--- src/rtl/dm_controller_pkg.sv ---
// Shared definitions for the data-memory controller: access-type codes,
// FSM state encodings and the alignment check used by the misalignment trap.
package dm_controller_pkg;

    typedef enum logic [2:0] {
        dm_word              = 3'b000,
        dm_halfword          = 3'b001,
        dm_halfword_unsigned = 3'b010,
        dm_byte              = 3'b011,
        dm_byte_unsigned     = 3'b100
    } dm_ctrl_e;

    typedef enum logic [1:0] {
        DMS_IDLE = 2'b00,
        DMS_REQ  = 2'b01,
        DMS_RESP = 2'b10,
        DMS_DONE = 2'b11
    } dm_state_e;

    // Undefined access codes behave as word accesses, so they share its rule.
    function automatic logic dm_misaligned(input logic [2:0] ctrl, input logic [1:0] addr_lo);
        logic mis;
        case (dm_ctrl_e'(ctrl))
            dm_halfword, dm_halfword_unsigned: mis = addr_lo[0];
            dm_byte, dm_byte_unsigned:         mis = 1'b0;
            default:                           mis = (addr_lo != 2'b00);
        endcase
        return mis;
    endfunction

endpackage

--- src/rtl/dm_lane_align.sv ---
// Combinational lane steering: byte enables and replicated store data on the
// way out, lane selection plus sign/zero extension on the way back.
module dm_lane_align
    import dm_controller_pkg::*;
(
    input  logic [2:0]  ctrl,
    input  logic [1:0]  addr_lo,
    input  logic [31:0] wdata,
    input  logic [31:0] rdata,
    output logic [3:0]  be,
    output logic [31:0] wdata_lane,
    output logic [31:0] rdata_ext
);

    logic [15:0] half_lane_s;
    logic [7:0]  byte_lane_s;

    assign half_lane_s = addr_lo[1] ? rdata[31:16] : rdata[15:0];
    assign byte_lane_s = rdata[{addr_lo, 3'b000} +: 8];

    // Per-access-type enables, store replication and load extension.
    always_comb begin
        be         = 4'b1111;
        wdata_lane = wdata;
        rdata_ext  = rdata;
        case (dm_ctrl_e'(ctrl))
            dm_halfword: begin
                be         = addr_lo[1] ? 4'b1100 : 4'b0011;
                wdata_lane = {2{wdata[15:0]}};
                rdata_ext  = {{16{half_lane_s[15]}}, half_lane_s};
            end
            dm_halfword_unsigned: begin
                be         = addr_lo[1] ? 4'b1100 : 4'b0011;
                wdata_lane = {2{wdata[15:0]}};
                rdata_ext  = {16'h0000, half_lane_s};
            end
            dm_byte: begin
                be         = 4'b0001 << addr_lo;
                wdata_lane = {4{wdata[7:0]}};
                rdata_ext  = {{24{byte_lane_s[7]}}, byte_lane_s};
            end
            dm_byte_unsigned: begin
                be         = 4'b0001 << addr_lo;
                wdata_lane = {4{wdata[7:0]}};
                rdata_ext  = {24'h000000, byte_lane_s};
            end
            default: begin
                be         = 4'b1111;
                wdata_lane = wdata;
                rdata_ext  = rdata;
            end
        endcase
    end

endmodule

--- src/rtl/dm_controller.sv ---
// Data-memory access unit between the MEM stage and a valid/ready word bus.
// Optional macro DM_MISALIGN_TRAP_EN turns misaligned half/word accesses into bus_err traps.
module dm_controller
    import dm_controller_pkg::*;
#(
    parameter int ADDR_W  = 32,
    parameter int TIMEOUT = 255
) (
    input  logic              clk,
    input  logic              reset,
    input  logic [ADDR_W-1:0] cpu_addr,
    input  logic [31:0]       cpu_wdata,
    input  logic [2:0]        cpu_dm_ctrl,
    input  logic              cpu_mem_w,
    input  logic              cpu_mem_r,
    output logic [31:0]       cpu_rdata,
    output logic              rdata_valid,
    output logic              stall,
    output logic              bus_err,
    output logic              bus_req,
    output logic              bus_we,
    output logic [ADDR_W-1:0] bus_addr,
    output logic [3:0]        bus_be,
    output logic [31:0]       bus_wdata,
    input  logic              bus_ready,
    input  logic              bus_rvalid,
    input  logic [31:0]       bus_rdata
);

    localparam int CNT_W = (TIMEOUT > 1) ? $clog2(TIMEOUT) : 1;
    localparam logic [CNT_W-1:0] CNT_LAST = CNT_W'((TIMEOUT > 0) ? TIMEOUT - 1 : 0);

    dm_state_e         state_r;
    logic [2:0]        ctrl_r;
    logic [1:0]        addr_lo_r;
    logic              is_write_r;
    logic [CNT_W-1:0]  cnt_r;
    logic [31:0]       cpu_rdata_r;
    logic              rdata_valid_r;
    logic              bus_err_r;
    logic              bus_req_r;
    logic              bus_we_r;
    logic [ADDR_W-1:0] bus_addr_r;
    logic [3:0]        bus_be_r;
    logic [31:0]       bus_wdata_r;

    logic              req_s;
    logic              trap_s;
    logic              timeout_s;
    logic [2:0]        lane_ctrl_s;
    logic [1:0]        lane_addr_s;
    logic [3:0]        lane_be_s;
    logic [31:0]       lane_wdata_s;
    logic [31:0]       lane_rdata_s;

    assign req_s     = cpu_mem_w | cpu_mem_r;
    assign timeout_s = (TIMEOUT != 0) && (cnt_r == CNT_LAST);

`ifdef DM_MISALIGN_TRAP_EN
    assign trap_s = dm_misaligned(cpu_dm_ctrl, cpu_addr[1:0]);
`else
    assign trap_s = 1'b0;
`endif

    // One aligner serves both directions: live CPU fields in IDLE, latched ones afterwards.
    always_comb begin
        if (state_r == DMS_IDLE) begin
            lane_ctrl_s = cpu_dm_ctrl;
            lane_addr_s = cpu_addr[1:0];
        end else begin
            lane_ctrl_s = ctrl_r;
            lane_addr_s = addr_lo_r;
        end
    end

    dm_lane_align u_lane_align (
        .ctrl       (lane_ctrl_s),
        .addr_lo    (lane_addr_s),
        .wdata      (cpu_wdata),
        .rdata      (bus_rdata),
        .be         (lane_be_s),
        .wdata_lane (lane_wdata_s),
        .rdata_ext  (lane_rdata_s)
    );

    // Stall must rise in the very cycle a request appears, so it is decoded from state.
    assign stall = reset & (((state_r == DMS_IDLE) & req_s) |
                            (state_r == DMS_REQ) | (state_r == DMS_RESP));

    // Transaction FSM with registered bus and CPU-side outputs.
    always_ff @(posedge clk or negedge reset) begin
        if (!reset) begin
            state_r       <= DMS_IDLE;
            ctrl_r        <= 3'b000;
            addr_lo_r     <= 2'b00;
            is_write_r    <= 1'b0;
            cnt_r         <= '0;
            cpu_rdata_r   <= 32'h0000_0000;
            rdata_valid_r <= 1'b0;
            bus_err_r     <= 1'b0;
            bus_req_r     <= 1'b0;
            bus_we_r      <= 1'b0;
            bus_addr_r    <= '0;
            bus_be_r      <= 4'b0000;
            bus_wdata_r   <= 32'h0000_0000;
        end else begin
            rdata_valid_r <= 1'b0;
            bus_err_r     <= 1'b0;
            case (state_r)
                DMS_IDLE: begin
                    cnt_r <= '0;
                    if (req_s) begin
                        ctrl_r     <= cpu_dm_ctrl;
                        addr_lo_r  <= cpu_addr[1:0];
                        is_write_r <= cpu_mem_w;
                        if (trap_s) begin
                            bus_err_r <= 1'b1;
                            state_r   <= DMS_DONE;
                        end else begin
                            bus_req_r   <= 1'b1;
                            bus_we_r    <= cpu_mem_w;
                            bus_addr_r  <= {cpu_addr[ADDR_W-1:2], 2'b00};
                            bus_be_r    <= lane_be_s;
                            bus_wdata_r <= lane_wdata_s;
                            state_r     <= DMS_REQ;
                        end
                    end
                end
                DMS_REQ: begin
                    if (bus_ready) begin
                        bus_req_r <= 1'b0;
                        cnt_r     <= '0;
                        state_r   <= is_write_r ? DMS_DONE : DMS_RESP;
                    end else if (timeout_s) begin
                        bus_req_r   <= 1'b0;
                        bus_err_r   <= 1'b1;
                        cpu_rdata_r <= 32'h0000_0000;
                        cnt_r       <= '0;
                        state_r     <= DMS_DONE;
                    end else begin
                        cnt_r <= cnt_r + CNT_W'(1);
                    end
                end
                DMS_RESP: begin
                    if (bus_rvalid) begin
                        cpu_rdata_r   <= lane_rdata_s;
                        rdata_valid_r <= 1'b1;
                        cnt_r         <= '0;
                        state_r       <= DMS_DONE;
                    end else if (timeout_s) begin
                        bus_err_r   <= 1'b1;
                        cpu_rdata_r <= 32'h0000_0000;
                        cnt_r       <= '0;
                        state_r     <= DMS_DONE;
                    end else begin
                        cnt_r <= cnt_r + CNT_W'(1);
                    end
                end
                DMS_DONE: begin
                    cnt_r   <= '0;
                    state_r <= DMS_IDLE;
                end
                default: begin
                    cnt_r     <= '0;
                    bus_req_r <= 1'b0;
                    state_r   <= DMS_IDLE;
                end
            endcase
        end
    end

    assign cpu_rdata   = cpu_rdata_r;
    assign rdata_valid = rdata_valid_r;
    assign bus_err     = bus_err_r;
    assign bus_req     = bus_req_r;
    assign bus_we      = bus_we_r;
    assign bus_addr    = bus_addr_r;
    assign bus_be      = bus_be_r;
    assign bus_wdata   = bus_wdata_r;

endmodule

--- config.mk ---
export PLATFORM = sky130hd
export DESIGN_NAME = dm_controller
export DESIGN_NICKNAME = d
export VERILOG_FILES = /design/src/rtl/dm_controller_pkg.sv /design/src/rtl/dm_lane_align.sv /design/src/rtl/dm_controller.sv
export SDC_FILE = /design/constraint.sdc
export NUM_CORES = 1
export LEC_CHECK = 0
export CORE_ASPECT_RATIO = 0.7
export CORE_UTILIZATION = 42
export DETAILED_ROUTE_END_ITERATION = 10
export PLACE_DENSITY_LB_ADDON = 0.08
export SYNTH_ARGS = -nofsm -noshare
export SYNTH_HDL_FRONTEND = slang
export SYNTH_HIERARCHICAL = 1
export SYNTH_SLANG_ARGS = --single-unit
--- constraint.sdc ---
create_clock -name clk -period 2.7 [get_ports clk]
set_input_delay 0.54 -clock clk [delete_from_list [all_inputs] [get_ports clk]]
set_output_delay 0.54 -clock clk [all_outputs]
set_load 0.05 [all_outputs]
==> flow_metrics.tcl, run 1 <==
set metrics [dict create \
    outcome "complete, no violations" \
    finClkSkew_ps 6.79 \
    fin_nets 875 \
    timing.fmax_mhz 395 \
    critPathCaptureType "flip-flop" \
    async_flop_share 1.00 \
    drive_gt1_frac 0.238 \
    netlist_top_cells_area "dfrtp_1, mux2_2, a22oi_1" \
    cts_tree "done" \
    synth_largest_area_cell "dfrtp_1" \
    clkTransAtPathRegs_ps 60 \
    start_util 0.435 \
    rsz0062_at_grt "false" \
    stdcell_area_mm2 0.00941 \
    slew-limit-headroom 0.171 \
    dpl_cell_area_mm2 0.00874 \
    final_common_cell "clkdlybuf4s50_1" \
    period_needed_ps 2530 \
    ys_seq_elements 117 \
    grt_pass1_vias 5591 \
    ys.flop_type "dfrtp_1" \
    maxCapViolCount 0 \
    io_pins 210 \
    critical_path_buf_inv_count 4 \
    worstPathCellList "inv_1, ha_4, mux2_2, buf_4, nor3b_4, buf_4, nor3_4, buf_12, a221o_1, nand3_1, a22oi_1" \
    drt-pass1-iter-count 7 \
    syn_inst 563 \
    syn_to_final_growth_pct 46.2 \
    hpwlAfterDp_um 13400 \
    via_per_inst 5.67 \
    synth_edf_count 0 \
    grt_max_degree 118 \
    yosysWarningCount 6 \
    tightestPinTransition_ps 1240 \
    clock-sinks 117 \
    rr_worst_depth 11 \
    mostFrequentLayoutCells "clkdlybuf4s50_1, dfrtp_1, mux2_2" \
    powerDensity_mw_per_mm2 1630 \
    drc 0 \
    grtUsageTotal 0.257 \
    num_antenna_cells 0 \
    rows 37 \
    path_class "flip-flop to flip-flop" \
    dpl_worst_slack_ps -57.0 \
    endpoint "cpu_rdata[8]$_DFFE_PN0P_" \
    maxSlewViolCount 0 \
    cp.arrival_ps 2770 \
    fin_ws_ps 167 \
    drt_wl_total_um 19400 \
    dieHeight_um 106 \
    syn_area_per_cell_um2 11.4 \
    postCtsHoldBufs 0 \
    ant_nets 0 \
    hold_viol_final 0 \
    clock_path_buffers 2 \
    dieArea_mm2 0.0158 \
    clock_latency_ps 420 \
    gp_congestion 0.844 \
    ys_seq_area_frac 0.455 \
    ir_drop_uv 850 \
    netlist_area_mm2 0.00644 \
    cpMostUsedCell "buf_4" \
    leakagePower_nw 4.00 \
    cpPeakStageDelay_ps 420 \
    cts_buffers 17 \
    hold_class "input pin to async pin" \
    drtIter0Drc 446 \
    io_buffer_count 207 \
    cts-root-buf "clkbuf_16" \
    path_max_fanout 15 \
    antenna_found_initial 1 \
    finalNonFillerCells 973 \
    crit_family "buffers and inverters" \
    crit_slowest_cell "mux2_2" \
    die_x_um 150 \
    crit_cells 11 \
    core_mm2 0.0148 \
    via_count 5514 \
    h-tree-depth 4 \
    cp-start-kind "flip-flop" \
    reg2reg_to "cpu_rdata[8]$_DFFE_PN0P_" \
    reg2reg_from "state_r[0]$_DFFE_PN0P_" \
    synth.top_cell.area_share 0.455 \
    finalSetupViolCount 0 \
    p_total_mw 15.3 \
    overflow 0 \
    final_core_util 0.635 \
    avgRoutedWirePerCell_um 20.0 \
    cp-startpoint "state_r[0]$_DFFE_PN0P_" \
    fin_crit_sh 0.938 \
    yosys.cell_types.count 60 \
    cp.required_ps 2940 \
    dp_cells 940 \
    grt_pass1_wl_um 30700 \
    r2r_slack_ps 170 \
]
[final cells by class]
type                    count  area [µm²]
fillers                  1177        5400
flip-flops and latches    117        2930
well taps                 195         244
repair buffers            240        2410
clock buffers              19         443
clock inverters            13         181
inverters                   9        33.8
multi-input cells         380        3170
[kinds of logic after synthesis]
kind of cell,synth area share
other cells,0.000582
flops,0.455
simple gates,0.0905
mux,0.207
fa+ha+maj,0.00971
compound gates,0.168
buf+inv,0.0614
xor+xnor,0.00797
[timing repair]
action / CTS / global route
gates resized for setup: 1 / 5
endpoints found under the setup margin: 8 / 34
pin swaps: 1 / 1
hold endpoints to repair: 0 / 0
buffers inserted: 0 / 1
[worst register-to-register path, cell delays in order (launching register included)]
cell     delay [ps]
dfrtp_1         370
inv_1           120
ha_4            210
mux2_2          430
buf_4           170
nor3b_4         210
buf_4           180
nor3_4           50
buf_12          140
a221o_1         300
nand3_1          90
a22oi_1          70
[sequential cells by signal, summed over array words and instances (netlist names)]
signal       cells
addr_lo_r        2
bus_addr        30
bus_be           4
bus_err          1
bus_req          1
bus_wdata       32
bus_we           1
cnt_r            8
cpu_rdata       32
ctrl_r           3
rdata_valid      1
state_r          2
[power breakdown]
part | total (mW) | internal [mW] | switching, mW
sequential | 3.09 | 2.60 | 0.486
clock | 2.38 | 1.56 | 0.820
combinational | 9.85 | 4.08 | 5.77
[metrics by stage]
step | TNS (ps) | hold WS (ps)
final | 0 | 218
after global placement | -150 | 484
after floorplan | 0 | 244
after CTS | 0 | 279
after detailed placement | -1030 | 491
after global routing | 0 | 296
[how the worst min path moves through the flow]
| stage | from | to | slack [ps] | cells past startpoint |
|---|---|---|---|---|
| 2_1_floorplan | reset | addr_lo_r[0]$_DFFE_PN0P_ | 240 | 0 |
| 3_3_place_gp | addr_lo_r[1]$_DFFE_PN0P_ | addr_lo_r[1]$_DFFE_PN0P_ | 480 | 1 |
| 3_5_place_dp | bus_wdata[19]$_DFFE_PN0P_ | bus_wdata[19]$_DFFE_PN0P_ | 490 | 1 |
| 4_1_cts | reset | bus_addr[3]$_DFFE_PN0P_ | 280 | 2 |
| 5_1_grt | reset | bus_addr[4]$_DFFE_PN0P_ | 300 | 2 |
| 6_report | reset | bus_addr[3]$_DFFE_PN0P_ | 220 | 2 |
[per-layer routing]
| metal | up-vias | GRT usage | share of wire |
|---|---|---|---|
| li1 | 2508 | - | - |
| met1 | 2722 | 0.360 | 0.45 |
| met2 | 245 | 0.363 | 0.43 |
| met3 | 37 | 0.0913 | 0.096 |
| met4 | 2 | 0.0952 | 0.021 |
| met5 | - | 0 | 0.00087 |
[synth_stat cells, types with 3 or more instances]
library cell / n
nand3_1: 36
nand2_1: 16
mux2_2: 99
dfrtp_1: 117
o22ai_1: 16
nor2_1: 17
ha_1: 5
a21oi_1: 12
mux4_1: 4
buf_2: 12
a21o_1: 17
inv_1: 8
buf_4: 22
xor2_1: 3
nor2b_1: 14
buf_6: 6
mux4_2: 4
a22oi_1: 32
nand2b_1: 3
clkbuf_1: 16
o21ai_0: 40
a211oi_1: 8
a221o_1: 15
No activity file was read; power rests on OpenSTA's default activity.
==> run 2: changes to the inputs <==
--- a/config.mk
+++ b/config.mk
@@ -9,6 +9,7 @@
 export CORE_UTILIZATION = 42
 export DETAILED_ROUTE_END_ITERATION = 10
 export PLACE_DENSITY_LB_ADDON = 0.08
+export SLEW_MARGIN = 15
 export SYNTH_ARGS = -nofsm -noshare
 export SYNTH_HDL_FRONTEND = slang
 export SYNTH_HIERARCHICAL = 1
==> flow_metrics.tcl, run 2 (synthesis gave the netlist of run 1 again) <==
set metrics [dict create \
    clock_latency_ps 420 \
    grt_max_degree 118 \
    mostFrequentLayoutCells "clkdlybuf4s50_1, dfrtp_1, mux2_2" \
    powerDensity_mw_per_mm2 1630 \
    syn_to_final_growth_pct 46.4 \
    finalSetupViolCount 0 \
    via_count 5511 \
    grt_pass1_vias 5591 \
    path_class "flip-flop to flip-flop" \
    drc 0 \
    via_per_inst 5.66 \
    fin_ws_ps 193 \
    hpwlAfterDp_um 13400 \
    clock_path_buffers 2 \
    reg2reg_from "state_r[0]$_DFFE_PN0P_" \
    cp-startpoint "state_r[0]$_DFFE_PN0P_" \
    io_pins 210 \
    comb_power_share 0.644 \
    reg2reg_to "bus_wdata[31]$_DFFE_PN0P_" \
    p_total_mw 15.4 \
    rows 37 \
    overflow 0 \
    grt_pass1_wl_um 30700 \
    switching_share 0.461 \
    core_mm2 0.0148 \
    critPathCaptureType "flip-flop" \
    num_antenna_cells 0 \
    rr_worst_depth 10 \
    final_common_cell "clkdlybuf4s50_1" \
    fin_nets 876 \
    die_x_um 150 \
    gp_congestion 0.844 \
    r2r_slack_ps 190 \
    dieHeight_um 106 \
    tightestPinTransition_ps 686 \
    fillers 1175 \
    cp.required_ps 3060 \
    seq_power_share 0.201 \
    cts_tree "done" \
    ant_nets 0 \
    maxSlewViolCount 0 \
    drtIter0Drc 337 \
    stdcell_area_mm2 0.00943 \
    clkTransAtPathRegs_ps 60 \
    fin_crit_sh 0.928 \
    hold_viol_final 0 \
    antenna_found_initial 1 \
    ir_drop_uv 851 \
    period_needed_ps 2510 \
    tns_ps 0 \
    p_clk_frac 0.155 \
    endpoint "bus_wdata[31]$_DFFE_PN0P_" \
    cts_buffers 17 \
    rsz0062_at_grt "false" \
    dieArea_mm2 0.0158 \
    dpl_worst_slack_ps -57.0 \
    maxCapViolCount 0 \
    io_buffer_count 207 \
    slew-limit-headroom 0.542 \
    timing.fmax_mhz 399 \
    clock-sinks 117 \
    start_util 0.435 \
    path_max_fanout 16 \
    cp-start-kind "flip-flop" \
    p_sw_mw 7.08 \
    drt-pass1-iter-count 5 \
    cts-root-buf "clkbuf_16" \
    finClkSkew_ps 6.40 \
    drt_wl_total_um 19500 \
    dpl_cell_area_mm2 0.00874 \
    cp.arrival_ps 2870 \
    leakagePower_nw 4.01 \
    drive_gt1_frac 0.239 \
    grtUsageTotal 0.257 \
    hold_class "input pin to async pin" \
    outcome "complete, no violations" \
    h-tree-depth 4 \
    avgRoutedWirePerCell_um 20.0 \
    p_int_mw 8.28 \
]
==> run 2: changes by cell type in the layout (fill, tap and decap cells not counted), sizes merged <==
| cell | previous run | this run |
|---|---|---|
| buf | 35 | 36 |
==> run 2: timing repair <==
item                       in CTS  in global routing
pin swaps                       1                  1
buffers inserted                0                  1
hold buffers                    0                  0
gates resized for setup         1                  5
setup endpoints to repair       8                 33
==> run 2: power by group through the flow <==
| stage | clock network, mW | registers [mW] | logic [mW] |
|---|---|---|---|
| 2_1_floorplan | 0 | 5.69 | 4.02 |
| 3_3_place_gp | 0 | 3.07 | 9.55 |
| 3_5_place_dp | 0 | 3.09 | 9.68 |
| 4_1_cts | 2.43 | 3.09 | 9.74 |
| 5_1_grt | 2.50 | 3.19 | 10.5 |
| 6_report | 2.38 | 3.09 | 9.89 |
==> run 2: cell type report <==
| cell class | instances | area, µm² | share of cell area |
|---|---|---|---|
| inverter | 9 | 33.8 | 0.00358 |
| multi-input combinational | 380 | 3170 | 0.336 |
| tap | 195 | 244 | 0.0259 |
| clock inverter | 13 | 181 | 0.0192 |
| clock buffer | 19 | 443 | 0.0470 |
| sequential | 117 | 2930 | 0.311 |
| timing repair buffer | 241 | 2430 | 0.258 |
==> run 2: through the flow <==
stage,utilization,instances,hold slack (ps)
after detailed placement,0.590,940,491
final,0.636,974,209
after floorplan,-,564,244
after CTS,0.632,972,279
after global routing,0.636,974,296
after global placement,0.590,940,484
==> run 2: metal layers <==
metal	part of all wire	up-vias	GRT usage
li1	-	2512	-
met5	0.00062	-	0
met4	0.020	2	0.0952
met1	0.45	2704	0.360
met2	0.43	260	0.363
met3	0.10	33	0.0913
==> run 2: worst min-delay path by stage <==
stage	to	slack, ps	depth (start not counted)
after global placement	addr_lo_r[1]$_DFFE_PN0P_	480	1
after floorplan	addr_lo_r[0]$_DFFE_PN0P_	240	0
after global routing	bus_addr[4]$_DFFE_PN0P_	300	2
final	bus_addr[3]$_DFFE_PN0P_	210	2
after detailed placement	bus_wdata[19]$_DFFE_PN0P_	490	1
after CTS	bus_addr[3]$_DFFE_PN0P_	280	2
==> run 2: worst max-delay path: stages (launching register included) <==
cell and delay, ps:
dfrtp_1 370, inv_1 130, ha_4 210, mux2_2 410, buf_4 160, nor3b_4 150, nor2_2 160, buf_12 180
nor2_1 60, a211oi_1 390, mux2_2 230
